## src/rtl/flash_playback_controller.sv

```systemverilog
// flash_playback_controller
//   Sequences the flash audio reader: owns the flash word address and the
//   play/pause state, generates the per-sample start strobe from a
//   programmable divider, and applies direction and wrap-around to the
//   reader's address step/restart requests.
//
// Ports
//   clk, rst             system clock, asynchronous active-low reset
//   cmd_play/cmd_pause   1-cycle pulses selecting PLAY / PAUSE (pause wins)
//   cmd_forward/backward 1-cycle pulses selecting play direction
//   cmd_restart          jump to region start for the current direction,
//                        also clears sample_overrun
//   speed_up/down/reset  divider -= step / += step / = default
//   address_inc/dec/rst  step requests from the flash reader
//   reader_busy          reader is mid-sample
//   startsamplenow       1-cycle sample-start strobe to the reader
//   flsh_address         current flash word address
//   playing, direction   play state (1 = PLAY), direction (1 = backward)
//   divider              current clk cycles per sample
//   sample_overrun       sticky: strobe issued while reader was busy
module flash_playback_controller #(
  parameter int unsigned        ADDR_W      = 23,
  parameter logic [ADDR_W-1:0]  START_ADDR  = 23'h000000,
  parameter logic [ADDR_W-1:0]  END_ADDR    = 23'h07FFFF,
  parameter int unsigned        DIV_W       = 16,
  parameter int unsigned        DEFAULT_DIV = 2272,
  parameter int unsigned        DIV_STEP    = 64,
  parameter int unsigned        DIV_MIN     = 256,
  parameter int unsigned        DIV_MAX     = 8192
) (
  input  logic              clk,
  input  logic              rst,
  input  logic              cmd_play,
  input  logic              cmd_pause,
  input  logic              cmd_forward,
  input  logic              cmd_backward,
  input  logic              cmd_restart,
  input  logic              speed_up,
  input  logic              speed_down,
  input  logic              speed_reset,
  input  logic              address_inc,
  input  logic              address_dec,
  input  logic              address_rst,
  input  logic              reader_busy,
  output logic              startsamplenow,
  output logic [ADDR_W-1:0] flsh_address,
  output logic              playing,
  output logic              direction,
  output logic [DIV_W-1:0]  divider,
  output logic              sample_overrun
);

  localparam int unsigned DW1 = DIV_W + 1;

  localparam logic [DIV_W-1:0] DIV_DEF = DIV_W'(DEFAULT_DIV);
  localparam logic [DW1-1:0]   STEP_X  = DW1'(DIV_STEP);
  localparam logic [DW1-1:0]   MIN_X   = DW1'(DIV_MIN);
  localparam logic [DW1-1:0]   MAX_X   = DW1'(DIV_MAX);

  typedef enum logic {
    PAUSE = 1'b0,
    PLAY  = 1'b1
  } state_t;

  state_t state_q, state_d;

  logic [DIV_W-1:0]  cnt_q, cnt_d;
  logic [DIV_W-1:0]  div_q, div_d;
  logic [ADDR_W-1:0] addr_q, addr_d;
  logic              dir_q, dir_d;
  logic              strobe_q, strobe_d;
  logic              ovr_q, ovr_d;

  logic [DW1-1:0]    div_wide;
  logic              step_up;
  logic              step_down;

  // ---------------------------------------------------------------------
  // Play/pause state machine
  // ---------------------------------------------------------------------
  always_ff @(posedge clk or negedge rst) begin
    if (!rst) begin
      state_q <= PAUSE;
    end else begin
      state_q <= state_d;
    end
  end

  always_comb begin
    state_d = state_q;
    if (cmd_pause) begin
      state_d = PAUSE;
    end else if (cmd_play) begin
      state_d = PLAY;
    end
  end

  // ---------------------------------------------------------------------
  // Datapath next-state
  // ---------------------------------------------------------------------
  always_comb begin
    cnt_d    = cnt_q;
    strobe_d = 1'b0;
    div_d    = div_q;
    div_wide = '0;
    dir_d    = dir_q;
    addr_d   = addr_q;
    ovr_d    = ovr_q;
    step_up   = 1'b0;
    step_down = 1'b0;

    // Tick counter: ">=" rather than "==" so that a divider reduction
    // below the current count wraps immediately instead of counting
    // all the way round.
    if (state_q == PLAY) begin
      if (({1'b0, cnt_q} + DW1'(1)) >= {1'b0, div_q}) begin
        cnt_d    = '0;
        strobe_d = 1'b1;
      end else begin
        cnt_d = cnt_q + DIV_W'(1);
      end
    end

    // Divider with saturation, evaluated one bit wider to avoid wrap.
    if (speed_reset) begin
      div_d = DIV_DEF;
    end else if (speed_up) begin
      if ({1'b0, div_q} < (MIN_X + STEP_X)) begin
        div_d = DIV_W'(DIV_MIN);
      end else begin
        div_wide = {1'b0, div_q} - STEP_X;
        div_d    = div_wide[DIV_W-1:0];
      end
    end else if (speed_down) begin
      div_wide = {1'b0, div_q} + STEP_X;
      if (div_wide > MAX_X) begin
        div_d = DIV_W'(DIV_MAX);
      end else begin
        div_d = div_wide[DIV_W-1:0];
      end
    end

    if (cmd_forward && !cmd_backward) begin
      dir_d = 1'b0;
    end else if (cmd_backward && !cmd_forward) begin
      dir_d = 1'b1;
    end

    // Address: inc/dec are relative to play direction, so map them to
    // absolute +1/-1 using the currently registered direction.
    if (cmd_restart || address_rst) begin
      addr_d = dir_q ? END_ADDR : START_ADDR;
    end else if (address_inc && address_dec) begin
      addr_d = addr_q;
    end else begin
      step_up   = (address_inc && !dir_q) || (address_dec && dir_q);
      step_down = (address_inc && dir_q)  || (address_dec && !dir_q);
      if (step_up) begin
        addr_d = (addr_q == END_ADDR) ? START_ADDR : addr_q + ADDR_W'(1);
      end else if (step_down) begin
        addr_d = (addr_q == START_ADDR) ? END_ADDR : addr_q - ADDR_W'(1);
      end
    end

    // Restart clears the sticky flag even if an overrun coincides.
    if (cmd_restart) begin
      ovr_d = 1'b0;
    end else if (strobe_q && reader_busy) begin
      ovr_d = 1'b1;
    end
  end

  always_ff @(posedge clk or negedge rst) begin
    if (!rst) begin
      cnt_q    <= '0;
      strobe_q <= 1'b0;
      div_q    <= DIV_DEF;
      dir_q    <= 1'b0;
      addr_q   <= START_ADDR;
      ovr_q    <= 1'b0;
    end else begin
      cnt_q    <= cnt_d;
      strobe_q <= strobe_d;
      div_q    <= div_d;
      dir_q    <= dir_d;
      addr_q   <= addr_d;
      ovr_q    <= ovr_d;
    end
  end

  assign startsamplenow = strobe_q;
  assign flsh_address   = addr_q;
  assign playing        = (state_q == PLAY);
  assign direction      = dir_q;
  assign divider        = div_q;
  assign sample_overrun = ovr_q;

endmodule

```

## config.mk

```make
export PLATFORM = sky130hd
export DESIGN_NAME = flash_playback_controller
export DESIGN_NICKNAME = d
export VERILOG_FILES = /design/src/rtl/flash_playback_controller.sv
export SDC_FILE = /design/constraint.sdc
export NUM_CORES = 1
export LEC_CHECK = 0
export CORE_UTILIZATION = 30
export CTS_CLUSTER_DIAMETER = 30
export DETAILED_ROUTE_END_ITERATION = 10
export SLEW_MARGIN = 10
export SYNTH_ARGS = -nofsm -noshare
export SYNTH_HDL_FRONTEND = slang
export SYNTH_SLANG_ARGS = --single-unit
export TNS_END_PERCENT = 20
```

## constraint.sdc

```tcl
create_clock -name clk -period 5.7 [get_ports clk]
set_input_delay 1.14 -clock clk [delete_from_list [all_inputs] [get_ports clk]]
set_output_delay 1.14 -clock clk [all_outputs]
set_load 0.02 [all_outputs]
```

==> impl_metrics.py <==
metrics = {
    "floorplan": {
        "rows": 44,
        "core_mm2": 0.0147,
        "io_pins": 57,
        "fp.dieH_um": 125,
        "dieArea_mm2": 0.0157,
        "initial_core_util": 0.311,
        "dieWidth_um": 125,
    },
    "sta": {
        "max_slew.worst_pin.slew_ns": 1.02,
        "min_period_over_period": 0.681,
        "maxSlewHeadroom": 0.314,
        "maxSlewViolCount": 0,
        "rsz0062_at_grt": "no",
        "min_period_ns": 3.88,
        "max_freq_ghz": 0.258,
        "tns_ns": 0,
        "layout_setup_ws_ns": 1.82,
        "setup_viol": 0,
        "hold_viol_final": 0,
        "finalClockSkew_ns": 0.00669,
    },
    "power": {
        "power_density_mw_per_mm2": 279,
        "power_frac_comb": 0.386,
        "p_leak_nw": 2.02,
        "p_seq_frac": 0.392,
        "p_int_uw": 857,
        "p_sw_uw": 621,
        "ir_drop_uv": 149,
        "clkPwrFrac": 0.222,
        "power_switching_share": 0.420,
    },
    "clock_tree": {
        "cts_made_buffers": 5,
        "cts_tree": "yes",
        "cts_max_level": 2,
        "cts_resized": 0,
        "cts_root_buffer": "clkbuf_16",
        "holdBufCountCts": 0,
        "clk_latency_ns": 0.30,
        "cts_max_path_buffers": 2,
        "cts_sinks": 54,
        "clk_pin_slew_ns": 0.08,
        "post-cts-setup-buffers": 0,
    },
    "worst_setup_path": {
        "cp_max_fo": 15,
        "cp.arrival_ns": 4.12,
        "critPathLaunchType": "register",
        "timing.rr.start": "cnt_q[0]",
        "cp_slowest_cell": "nor2_1",
        "worst-path-buf-inv": 0,
        "cp_top_family": "simple AND/OR/NAND/NOR gates",
        "worst_setup_path_end_kind": "register",
        "crit_required_ns": 5.94,
        "startpoint": "cnt_q[0]",
        "critPathKind": "register to register",
        "critical-path-max-stage-delay_ns": 0.80,
        "path_cells": "ha_1 -> nand3_1 -> nor4_1 -> nand4_1 -> xnor2_1 -> ha_1 -> a211oi_1 -> o21ai_0 -> nor2_1 -> o21ai_1 -> nor2_1 -> mux2_2",
    },
    "logic_synthesis": {
        "yosys_warnings": 0,
        "postSynthCellCount": 575,
        "synth_edf_count": 0,
        "synth_ff_type": "dfrtp_1",
        "synth_top_area_share": 0.274,
        "avgSynthCellArea_um2": 7.95,
        "synth_most_common_cell": "nor2_1",
        "synth_cell_type_count": 69,
        "synth_area_mm2": 0.00457,
        "synth_top_cell_by_area": "dfrtp_1",
        "synth-seq-cells": 54,
        "synth_commonest_cells": "53 x nor2_1, 50 x dfrtp_1, 38 x nand2_1",
        "yosys-top-cells-area": "dfrtp_1 27%, ha_1 5.2%, nor2_1 4.4%",
        "async_reset_ff_frac": 1.00,
        "ys_seq_area_frac": 0.297,
    },
    "drt": {
        "vias": 4549,
        "wl_um": 13400,
        "dr.pass1.iters": 8,
        "routedWlPerCell_um": 17.1,
        "drtIter0Drc": 373,
        "drc": 5,
        "avgViaCountPerCell": 5.81,
        "drtAntennaViolNets": 0,
    },
    "placement": {
        "port_buffers": 51,
        "pre_cts_slack_ns": 1.76,
        "hpwl_um": 9630,
        "place.gp.congestion": 0.873,
    },
    "layout": {
        "diodes": 0,
        "nets": 631,
        "drive_gt1_frac": 0.0601,
        "area_growth_pct": 15.8,
        "fill_cells": 1507,
    },
    "grt": {
        "grt_pass1_vias": 4315,
        "grt_max_degree": 55,
        "antenna_found_initial": 0,
        "global_route.usage.total": 0.176,
        "grt_pass1_wl_um": 22300,
        "grt-ovfl-total": 0,
    },
    "flow_run": {
        "max-cap-violations": 0,
    },
    "status": {
        "status": "finished with violations",
        "failed_checks": "DRC",
    },
    "min_path": {
        "worstHoldPathType": "register to register",
        "worstHoldStart": "sample_overrun",
    },
}
path summary, 6_finish.rpt:
check | end | slack, ns | cells after the start
max | cnt_q[0] | 1.82 | 12
min | sample_overrun | 0.50 | 2
max reg2reg | cnt_q[0] | 1.82 | 12
min reg2reg | sample_overrun | 0.50 | 2
max in group asynchronous | cnt_q[10] | 4.24 | 2
min in group asynchronous | flsh_address[10] | 0.97 | 2
kinds of logic (layout without fill, tap and decap cells):
logic type      after synthesis  count (layout)  share of synthesized area
fa+ha+maj                    19              19                     0.0520
compound gates              170             170                      0.251
mux                          10              10                     0.0227
xor+xnor                     29              29                     0.0556
simple gates                226             226                      0.258
buf+inv                      66              86                     0.0630
flops                        54              54                      0.297
other cells                   1               5                   0.000821
power by group through the flow:
stage / Combinational [mW] / Sequential, mW / Clock, mW
finish: 0.570 / 0.580 / 0.328
global route: 0.629 / 0.596 / 0.359
CTS: 0.568 / 0.577 / 0.344
detailed placement: 0.566 / 0.583 / 0
global placement: 0.560 / 0.580 / 0
floorplan: 0.383 / 0.567 / 0
flip-flops by register name, summed over array words and instances, names as in the netlist:
name and cells:
cnt_q 16, direction 1, divider 11, flsh_address 23
playing 1, sample_overrun 1, startsamplenow 1
metal layers:
metal | GRT usage | wire [µm]
met1 | 0.224 | 5870
met2 | 0.298 | 6490
met3 | 0.0291 | 732
met4 | 0.0624 | 294
met5 | 0 | 0
through the flow:
step                      hold slack [ns]  area (µm²)  std cells  utilization  power, mW
after floorplan                     0.489        4580        579            -      0.950
after global placement              0.490        5140        775        0.350       1.14
after detailed placement            0.496        5140        775        0.350       1.15
after CTS                           0.514        5290        783        0.360       1.49
after global routing                0.537        5290        783        0.360       1.58
final                               0.505        5290        783        0.360       1.48
worst reg2reg max path: stages, from the launching register on:
cell and delay (ns):
dfrtp_1 0.42, ha_1 0.22, nand3_1 0.11, nor4_1 0.44
nand4_1 0.23, xnor2_1 0.18, ha_1 0.29, a211oi_1 0.19
o21ai_0 0.13, nor2_1 0.19, o21ai_1 0.34, nor2_1 0.80
mux2_2 0.29
cell usage in the layout (no fill, tap or decap), drive strengths merged, types with 7 or more instances in the layout:
master / synthesis / final
mux2i: 7 / 7
or3: 9 / 9
a22o: 13 / 13
nand3: 29 / 29
xnor2: 22 / 22
o21ai: 45 / 45
xor2: 7 / 7
a21oi: 38 / 38
ha: 19 / 19
a31oi: 11 / 11
clkdlybuf4s50: 0 / 50
dfrtp: 50 / 50
o211ai: 8 / 8
or2: 8 / 8
o31ai: 10 / 10
nor3: 24 / 24
nand2: 38 / 38
nor4: 12 / 12
nand4: 11 / 11
inv: 25 / 26
nor2: 54 / 54
area by class of cell:
class | count | area [µm²] | share of cell area
multi-input cells | 459 | 2940 | 0.556
clock buffers | 5 | 125 | 0.0236
well taps | 184 | 230 | 0.0435
clock inverters | 3 | 25.0 | 0.00473
repair buffers | 53 | 520 | 0.0984
inverters | 25 | 93.8 | 0.0177
flip-flops and latches | 54 | 1360 | 0.256
No activity file was read; power rests on OpenSTA's default activity.
